**src/rtl/serial_mem_pkg.sv**
```systemverilog
// Shared definitions for the serial command bridge: protocol bytes, FSM states
// and the geometry of the attached on-chip memory.
package serial_mem_pkg;

  localparam logic [7:0] OP_WRITE = 8'h57;  // 'W' : addr, data
  localparam logic [7:0] OP_READ  = 8'h52;  // 'R' : addr
  localparam logic [7:0] OP_DUMP  = 8'h44;  // 'D' : addr, cnt
  localparam logic [7:0] ACK_BYTE = 8'h06;

  localparam int unsigned MEM_AW = 8;
  localparam int unsigned MEM_DW = 8;

  typedef enum logic [2:0] {
    StIdle,
    StGetAddr,
    StGetData,
    StGetCnt,
    StWrIssue,
    StRdIssue,
    StRdCapture,
    StTxWait
  } cmd_state_t;

endpackage

```
**src/rtl/rx_timeout_counter.sv**
```systemverilog
// Inter-byte timeout counter.
// Ports:
//   clk, reset_n : clock, async active-low reset
//   clear        : restart the count (byte accepted or not waiting for operands)
//   enable       : count this cycle
//   expired      : single-cycle pulse on the TIMEOUT_CYCLES-th idle cycle
module rx_timeout_counter #(
  parameter int unsigned TIMEOUT_CYCLES = 1_000_000
) (
  input  logic clk,
  input  logic reset_n,
  input  logic clear,
  input  logic enable,
  output logic expired
);

  localparam int unsigned CntW = $clog2(TIMEOUT_CYCLES + 1);
  localparam logic [CntW-1:0] LastCount = CntW'(TIMEOUT_CYCLES - 1);

  logic [CntW-1:0] count_q;

  // count_q holds the number of idle cycles already elapsed, so the current
  // cycle is the last allowed one when it equals TIMEOUT_CYCLES-1.
  assign expired = enable && !clear && (count_q == LastCount);

  always_ff @(posedge clk or negedge reset_n) begin
    if (!reset_n) begin
      count_q <= '0;
    end else if (clear || expired) begin
      count_q <= '0;
    end else if (enable) begin
      count_q <= count_q + 1'b1;
    end
  end

endmodule

```
**src/rtl/serial_mem_cmd_bridge.sv**
```systemverilog
// Byte-protocol command front-end for a 256 x 8 Avalon-MM on-chip memory.
// Ports:
//   clk, reset_n                 : clock, async active-low reset
//   rx_data, rx_valid            : received byte stream (no backpressure)
//   tx_data, tx_valid, tx_ready  : transmit byte stream (valid/ready)
//   mem_address, mem_chipselect,
//   mem_write, mem_writedata,
//   mem_readdata, mem_clken      : Avalon-MM master to the memory (1-cycle read latency)
//   busy                         : a command is in progress
//   err                          : pulse on timeout, unknown opcode or dropped byte
module serial_mem_cmd_bridge
  import serial_mem_pkg::*;
#(
  parameter int unsigned TIMEOUT_CYCLES = 1_000_000
) (
  input  logic              clk,
  input  logic              reset_n,
  input  logic [7:0]        rx_data,
  input  logic              rx_valid,
  output logic [7:0]        tx_data,
  output logic              tx_valid,
  input  logic              tx_ready,
  output logic [MEM_AW-1:0] mem_address,
  output logic              mem_chipselect,
  output logic              mem_write,
  output logic [MEM_DW-1:0] mem_writedata,
  input  logic [MEM_DW-1:0] mem_readdata,
  output logic              mem_clken,
  output logic              busy,
  output logic              err
);

  cmd_state_t      state_q;
  logic [7:0]      opcode_q;
  logic [7:0]      remaining_q;  // bytes still to send after the current one
  logic            wait_operand;
  logic            timeout;

  assign mem_clken    = 1'b1;
  assign busy         = (state_q != StIdle);
  assign wait_operand = (state_q == StGetAddr) || (state_q == StGetData) ||
                        (state_q == StGetCnt);

  rx_timeout_counter #(
    .TIMEOUT_CYCLES(TIMEOUT_CYCLES)
  ) u_timeout (
    .clk     (clk),
    .reset_n (reset_n),
    .clear   (rx_valid || !wait_operand),
    .enable  (wait_operand),
    .expired (timeout)
  );

  always_ff @(posedge clk or negedge reset_n) begin
    if (!reset_n) begin
      state_q        <= StIdle;
      opcode_q       <= '0;
      remaining_q    <= '0;
      tx_data        <= '0;
      tx_valid       <= 1'b0;
      mem_address    <= '0;
      mem_chipselect <= 1'b0;
      mem_write      <= 1'b0;
      mem_writedata  <= '0;
      err            <= 1'b0;
    end else begin
      // Chipselect and write strobe are single-cycle issue pulses.
      err            <= 1'b0;
      mem_chipselect <= 1'b0;
      mem_write      <= 1'b0;

      unique case (state_q)
        StIdle: begin
          if (rx_valid) begin
            if (rx_data == OP_WRITE || rx_data == OP_READ || rx_data == OP_DUMP) begin
              opcode_q <= rx_data;
              state_q  <= StGetAddr;
            end else begin
              err <= 1'b1;
            end
          end
        end

        StGetAddr: begin
          if (rx_valid) begin
            mem_address <= rx_data;
            case (opcode_q)
              OP_WRITE: state_q <= StGetData;
              OP_DUMP:  state_q <= StGetCnt;
              default: begin
                remaining_q    <= '0;
                mem_chipselect <= 1'b1;
                state_q        <= StRdIssue;
              end
            endcase
          end else if (timeout) begin
            err     <= 1'b1;
            state_q <= StIdle;
          end
        end

        StGetData: begin
          if (rx_valid) begin
            mem_writedata  <= rx_data;
            mem_chipselect <= 1'b1;
            mem_write      <= 1'b1;
            state_q        <= StWrIssue;
          end else if (timeout) begin
            err     <= 1'b1;
            state_q <= StIdle;
          end
        end

        StGetCnt: begin
          if (rx_valid) begin
            remaining_q    <= rx_data;
            mem_chipselect <= 1'b1;
            state_q        <= StRdIssue;
          end else if (timeout) begin
            err     <= 1'b1;
            state_q <= StIdle;
          end
        end

        StWrIssue: begin
          err      <= rx_valid;
          tx_data  <= ACK_BYTE;
          tx_valid <= 1'b1;
          state_q  <= StTxWait;
        end

        // Memory samples the address at the end of this cycle.
        StRdIssue: begin
          err     <= rx_valid;
          state_q <= StRdCapture;
        end

        StRdCapture: begin
          err      <= rx_valid;
          tx_data  <= mem_readdata;
          tx_valid <= 1'b1;
          state_q  <= StTxWait;
        end

        StTxWait: begin
          err <= rx_valid;
          if (tx_ready) begin
            tx_valid <= 1'b0;
            if (remaining_q != 8'd0) begin
              mem_address    <= mem_address + 8'd1;
              remaining_q    <= remaining_q - 8'd1;
              mem_chipselect <= 1'b1;
              state_q        <= StRdIssue;
            end else begin
              state_q <= StIdle;
            end
          end
        end

        default: state_q <= StIdle;
      endcase
    end
  end

endmodule

```
**config.mk**
```make
export PLATFORM = sky130hd
export DESIGN_NAME = serial_mem_cmd_bridge
export DESIGN_NICKNAME = d
export VERILOG_FILES = /design/src/rtl/serial_mem_pkg.sv /design/src/rtl/rx_timeout_counter.sv /design/src/rtl/serial_mem_cmd_bridge.sv
export SDC_FILE = /design/constraint.sdc
export NUM_CORES = 1
export LEC_CHECK = 0
export CAP_MARGIN = 10
export CORE_MARGIN = 4
export CORE_UTILIZATION = 36
export DETAILED_ROUTE_END_ITERATION = 12
export SETUP_SLACK_MARGIN = 0.05
export SYNTH_ARGS = -nofsm -noshare
export SYNTH_HDL_FRONTEND = slang
export SYNTH_SLANG_ARGS = --single-unit
```
**constraint.sdc**
```tcl
create_clock -name clk -period 1.9 [get_ports clk]
set_input_delay 0.57 -clock clk [delete_from_list [all_inputs] [get_ports clk]]
set_output_delay 0.57 -clock clk [all_outputs]
set_load 0.01 [all_outputs]
```
Word-level counts from Yosys, hierarchy flattened. Index checks and enable logic that the tools add are counted.

Magnitude comparators: 0. Reductions and logical operators: 29. Mux-type cells: 36. Shift-type cells: 0. Add/subtract/negate cells: 3. Divide/modulo/power cells: 0. Multiply operators: 0. Equality and inequality tests: 20. Bitwise operators: 0.

Operators with widths (count): two-way mux 8 bit (7); == test 8 x 7 -> 1 bit (second input constant) (5); two-way mux 20 bit (2); case mux 8 bit (2 select lines) (2); two-way mux 3 bit (8); case mux 8 bit (3 select lines) (1); case mux 3 bit (7 select lines) (1); adder 20 x 1 -> 20 bit (second input constant) (1); == test 20 bit (second input constant) (1); inequality test 2 bit (second input constant) (7); == test 3 bit (second input constant) (4); two-way mux 1 bit (11); adder 8 x 1 -> 8 bit (second input constant) (1); nonzero test 2 bit (4); nonzero test 8 bit (1); subtractor 8 x 1 -> 8 bit (second input constant) (1); == test 3 x 2 -> 1 bit (second input constant) (2); logical OR 1 bit (6); case mux 1 bit (3 select lines) (2); case mux 3 bit (2 select lines) (1); AND reduction 3 bit (2); AND reduction 6 bit (1); nonzero test 3 bit (2); OR reduction 2 bit (3); other kinds (9) (12).

Memories kept: 0. Input bits: 20. Bits in latches: 0. RAM bits: 0. Bits in registers: 67. Output and inout port bits: 30. ROM bits: 0. Logic and storage cells: 99.

Longest topological paths before layout.
Depth in word-level cells: 11. Gate-level depth with buffers: 8. Depth with buffers taken out: 7.

Cells and area by module. Synthesis repeated with hierarchy kept, for this count alone.

Cell total of the unflattened synthesis: 353. Area, all modules: 3515.9 µm².

By module, submodules not included: serial_mem_cmd_bridge (cells each 246, sequential area each 1176.1 µm², instances 1, area an instance 2454.9 µm²); rx_timeout_counter (cells each 107, sequential area each 500.5 µm², instances 1, area an instance 1061.0 µm²).

Worst setup path before layout. OpenSTA, ideal clock, no wires.

Path type: input-to-reg. Start: in rx_data[5]. End: reg opcode_q[0]. Stages: 4. Setup time: 0.125 ns. Path slack: -0.334 ns. Required time: 1.775 ns. Arrival time: 2.109 ns. Path buffers: 0. Path through: or4b_1 -> or3_1 -> nor3_4 -> mux2_2.

Cells in the longest elaborated chain, start to end: 4. Elaborated cells on any way between the ends: 6. Classes of those cells: eq/ne (3); reduce/logical (3).

RTL lines: from (decl) (line serial_mem_cmd_bridge.sv:18) `input logic [7:0] rx_data,`; == test 8 x 7 -> 1 bit (line serial_mem_cmd_bridge.sv:75) `if (rx_data == OP_WRITE || rx_data == OP_READ || rx_data == OP_DUMP) begin`; logical OR 1 bit (line serial_mem_cmd_bridge.sv:75); logical OR 1 bit (*) (line serial_mem_cmd_bridge.sv:75); AND reduction 3 bit (no line) (*); to (signal assigned) (line serial_mem_cmd_bridge.sv:76) `opcode_q <= rx_data;`; to (decl) (line serial_mem_cmd_bridge.sv:34) `logic [7:0] opcode_q;`.

Mark *: on every way between the ends. The rest lies on a longest branch, timed or not. A chain may end at the register's enable or synchronous reset.

Final worst setup path.
Start: reg remaining_q[6]. End: reg remaining_q[3].

Cells in the longest elaborated chain, start to end: 3.

RTL lines: from (decl) (line serial_mem_cmd_bridge.sv:35) `logic [7:0] remaining_q;`; from (signal assigned) (line serial_mem_cmd_bridge.sv:116) `remaining_q <= rx_data;`; from (signal assigned) (line serial_mem_cmd_bridge.sv:151) `remaining_q <= remaining_q - 8'd1;`; nonzero test 8 bit (line serial_mem_cmd_bridge.sv:149) `if (remaining_q != 8'd0) begin`; inequality test 2 bit (no line); AND reduction 6 bit (no line).

No other way between the ends.

==> flow_metrics.tcl <==
set metrics [dict create \
    worst_path_slowest_cell "or4_4" \
    synthDistinctLibCells 52 \
    cellInternalPower_w 0.00433 \
    fin_ws_ns -0.164 \
    grt_pass1_vias 3248 \
    die_width_um 105 \
    syn_area_per_cell_sq_um 9.87 \
    drt-vias-per-instance 5.20 \
    grt_antenna_before_repair 0 \
    worst_setup_path_end_kind "register" \
    setup.worst_path.start_class "register" \
    floorplan.initialDensity_pct 36.8 \
    die_height_um 105 \
    drt_wl_total_mm 9.48 \
    diodes 0 \
    power.density_cell_area_nw_per_um2 1300 \
    drc_errors 0 \
    numClockSinks 67 \
    synth_area_leader_cell "dfrtp_1" \
    crit_buf_inv 1 \
    cts_root_cell "clkbuf_8" \
    use_met3_pct 4.39 \
    timing.final.crit_share_pct 109 \
    power.share.sequential_pct 28.7 \
    reg2reg_setup_slack_ns -0.16 \
    grtUsageMet2_pct 29.5 \
    worst_path_largest_cell_delay_ns 0.55 \
    worst_pin_slew_ns 0.839 \
    top_post_synthesis_cells_by_area "dfrtp_1, nor2_1, xnor2_1, mux2_2, nand2_1" \
    yosysWarningCount 0 \
    cts_inserted_buffers 9 \
    run_status "complete, but fails checks" \
    grt_max_degree 24 \
    routed-via-count 3110 \
    period_needed_ns 2.06 \
    synth_to_final_area_change_pct 59.6 \
    synth-seq-cells 67 \
    htree_levels 3 \
    globalRouteOverflowTotal 0 \
    max_cap_violations 0 \
    ant_nets 0 \
    worst_skew_pair.late_latency_ns 0.34 \
    relSlewSlack_pct 43.9 \
    clock_group_share_of_total_power_pct 17.1 \
    layout-drive-gt1-share_pct 39.6 \
    synth_cells 343 \
    final_core_utilization_pct 58.7 \
    clk_transition_reported_paths_ns 0.08 \
    comb_pwr_share_pct 54.2 \
    syn-num-nets 366 \
    num-nets-final 505 \
    cp_cell_sequence "or4_4 -> o311a_4 -> a31oi_4 -> buf_12 -> a2111oi_4 -> a21o_2" \
    synth-edff-count 0 \
    rsz_0062_raised_after_global_routing "true" \
    grtUsageTotal_pct 17.4 \
    timing.final.setup_violations 19 \
    path_delay_family "compound AO/OA/AOI/OAI gates" \
    fraction_of_post_synthesis_cell_area_in_the_top_cell_type_by_area_pct 49.5 \
    grt_first_pass_wirelength_mm 15.6 \
    ctsLongestPathBuffers 2 \
    total_switching_power_w 0.00272 \
    hold_buffers 0 \
    hold_viol 0 \
    power_switching_share_pct 38.6 \
    place.detailed.hpwl_mm 6.25 \
    gpl_wtd_cong 0.806 \
    drt-pass1-iter-count 4 \
    ys_seq_area_share_pct 49.5 \
    port_buffers 48 \
    wl_per_cell_um 15.9 \
    timing.critical_path.required_ns 2.14 \
    fmax_mhz 484 \
    global_route.usage.met1_pct 21.4 \
    floorplan.die_area_sq_um 11000 \
    p_leak_nw 2.59 \
    dr.first_iter.drc_count 138 \
    path_max_fanout 6 \
    core_area_sq_um 9200 \
    min_path_type "input port to async pin" \
    synth_ff_type "dfrtp_1" \
    peakVddDrop_uv 677 \
    synthesis.area_sq_um 3380 \
    tritoncts "done" \
    core.rowCount 35 \
    worst_clock_skew_ns 0.00699 \
    nFillCells 766 \
    data_arrival_time_at_the_worst_slack_endpoint_ns 2.30 \
    setup.worst_path.class "register to register" \
    fin_tns_setup_ns -1.98 \
    async_reset_ff_share_pct 100 \
    number_of_top_level_pins 50 \
    timing_max_transition_violations_final 0 \
    violations "setup timing" \
    most_heavily_used_metal_layer_in_global_routing "met2" \
]
[placed cells by master, fill, tap and decap left out, types with 4 or more instances in the layout]
cell	synthesis	routed
and3_1	6	5
nor2_2	0	5
buf_12	0	7
buf_6	1	7
o21ai_0	16	12
mux2_2	12	8
mux2_4	0	4
o22a_2	4	4
clkdlybuf4s50_1	0	13
xor2_1	8	8
or4_4	1	4
dlygate4sd2_1	0	6
nor2_1	53	39
a2111oi_4	0	4
nor2b_1	6	5
dfrtp_1	67	66
nor3_1	6	4
xnor2_1	16	15
nand2_4	0	5
nand3_1	16	14
buf_4	3	79
inv_1	11	11
a21o_1	4	4
dlymetal6s2s_1	0	23
nor2_4	0	9
clkbuf_8	0	9
nand2_1	35	28
a21oi_1	8	7
a31oi_1	4	4
[routing by layer]
layer,part of all wire (%),wire length (um)
met5,0,0
met3,4.0,380
met4,3.1,294
met2,51,4830
met1,42,3980
[per-stage QoR]
step	cells	instance area (sq um)	worst slack (ns)	power [W]	hold slack (ns)
5_1_grt	598	5400	-0.260	0.00752	0.180
3_5_place_dp	553	4490	-0.867	0.00508	0.474
2_1_floorplan	343	3420	-0.309	0.00367	0.274
6_report	598	5400	-0.164	0.00705	0.156
3_3_place_gp	553	4490	-0.831	0.00501	0.462
4_1_cts	594	5060	-0.154	0.00690	0.158
[power by group through the flow]
stage | registers [W] | clock network (W) | logic [W]
3_5_place_dp | 0.00210 | 0 | 0.00297
5_1_grt | 0.00207 | 0.00131 | 0.00413
6_report | 0.00202 | 0.00121 | 0.00382
3_3_place_gp | 0.00209 | 0 | 0.00292
2_1_floorplan | 0.00219 | 0 | 0.00148
4_1_cts | 0.00202 | 0.00124 | 0.00364
[cells by family (layout without fill, tap and decap cells)]
logic type / Yosys count / in the layout / synth area share [%]
flip-flops: 67 / 67 / 49.5
multiplexers: 16 / 16 / 5.18
buffers and inverters: 24 / 168 / 3.25
XOR/XNOR: 24 / 24 / 6.21
adder cells (fa/ha/maj): 3 / 3 / 1.11
other: 1 / 1 / 0.111
AO/OA/AOI/OAI: 62 / 62 / 13.8
AND/OR/NAND/NOR: 146 / 146 / 20.8
[final timing paths]
path                            cells past startpoint           start                     to
worst max-delay path                                6  remaining_q[6]         remaining_q[3]
worst min-delay path                                1         reset_n  u_timeout.count_q[14]
worst max register to register                      6  remaining_q[6]         remaining_q[3]
worst min register to register                      2      tx_data[3]             tx_data[3]
max in group asynchronous                           2         reset_n   u_timeout.count_q[6]
min in group clk                                    2      tx_data[3]             tx_data[3]
[cell type report]
cell class	instances	area [sq um]	area share (%)
multi-input cells	252	1990	36.8
flip-flops and latches	67	1680	31.1
repair buffers	141	1360	25.2
well taps	111	139	2.57
clock buffers	9	124	2.29
clock inverters	7	76.3	1.41
inverters	11	41.3	0.764
[flip-flops by register name, indices dropped and copies added (netlist names)]
| signal | cells |
|---|---|
| u_timeout.count_q | 20 |
| mem_address | 8 |
| mem_writedata | 8 |
| opcode_q | 8 |
| remaining_q | 8 |
| tx_data | 8 |
| state_q | 3 |
| err | 1 |
| mem_chipselect | 1 |
| mem_write | 1 |
| tx_valid | 1 |
[synth_stat cells, drive strengths merged, types with 5 or more instances]
master and instances:
dfrtp 67, nor2 53, nand2 35, o21ai 18, nand3 16, xnor2 16
mux2 12, inv 11, a21oi 8, clkbuf 8, nor3 8, xor2 8
and3 6, nor2b 6, a21o 5, a31oi 5, buf 5, o22a 5
or4 5
[repair_timing]
| item | in CTS | in global routing |
|---|---|---|
| buffers inserted | 25 | 2 |
| gates resized for setup | 57 | 73 |
| pin swaps | 11 | 22 |
| setup endpoints to repair | 57 | 71 |
| cloned | 1 | 3 |
Power figures use the tool's default switching activity.
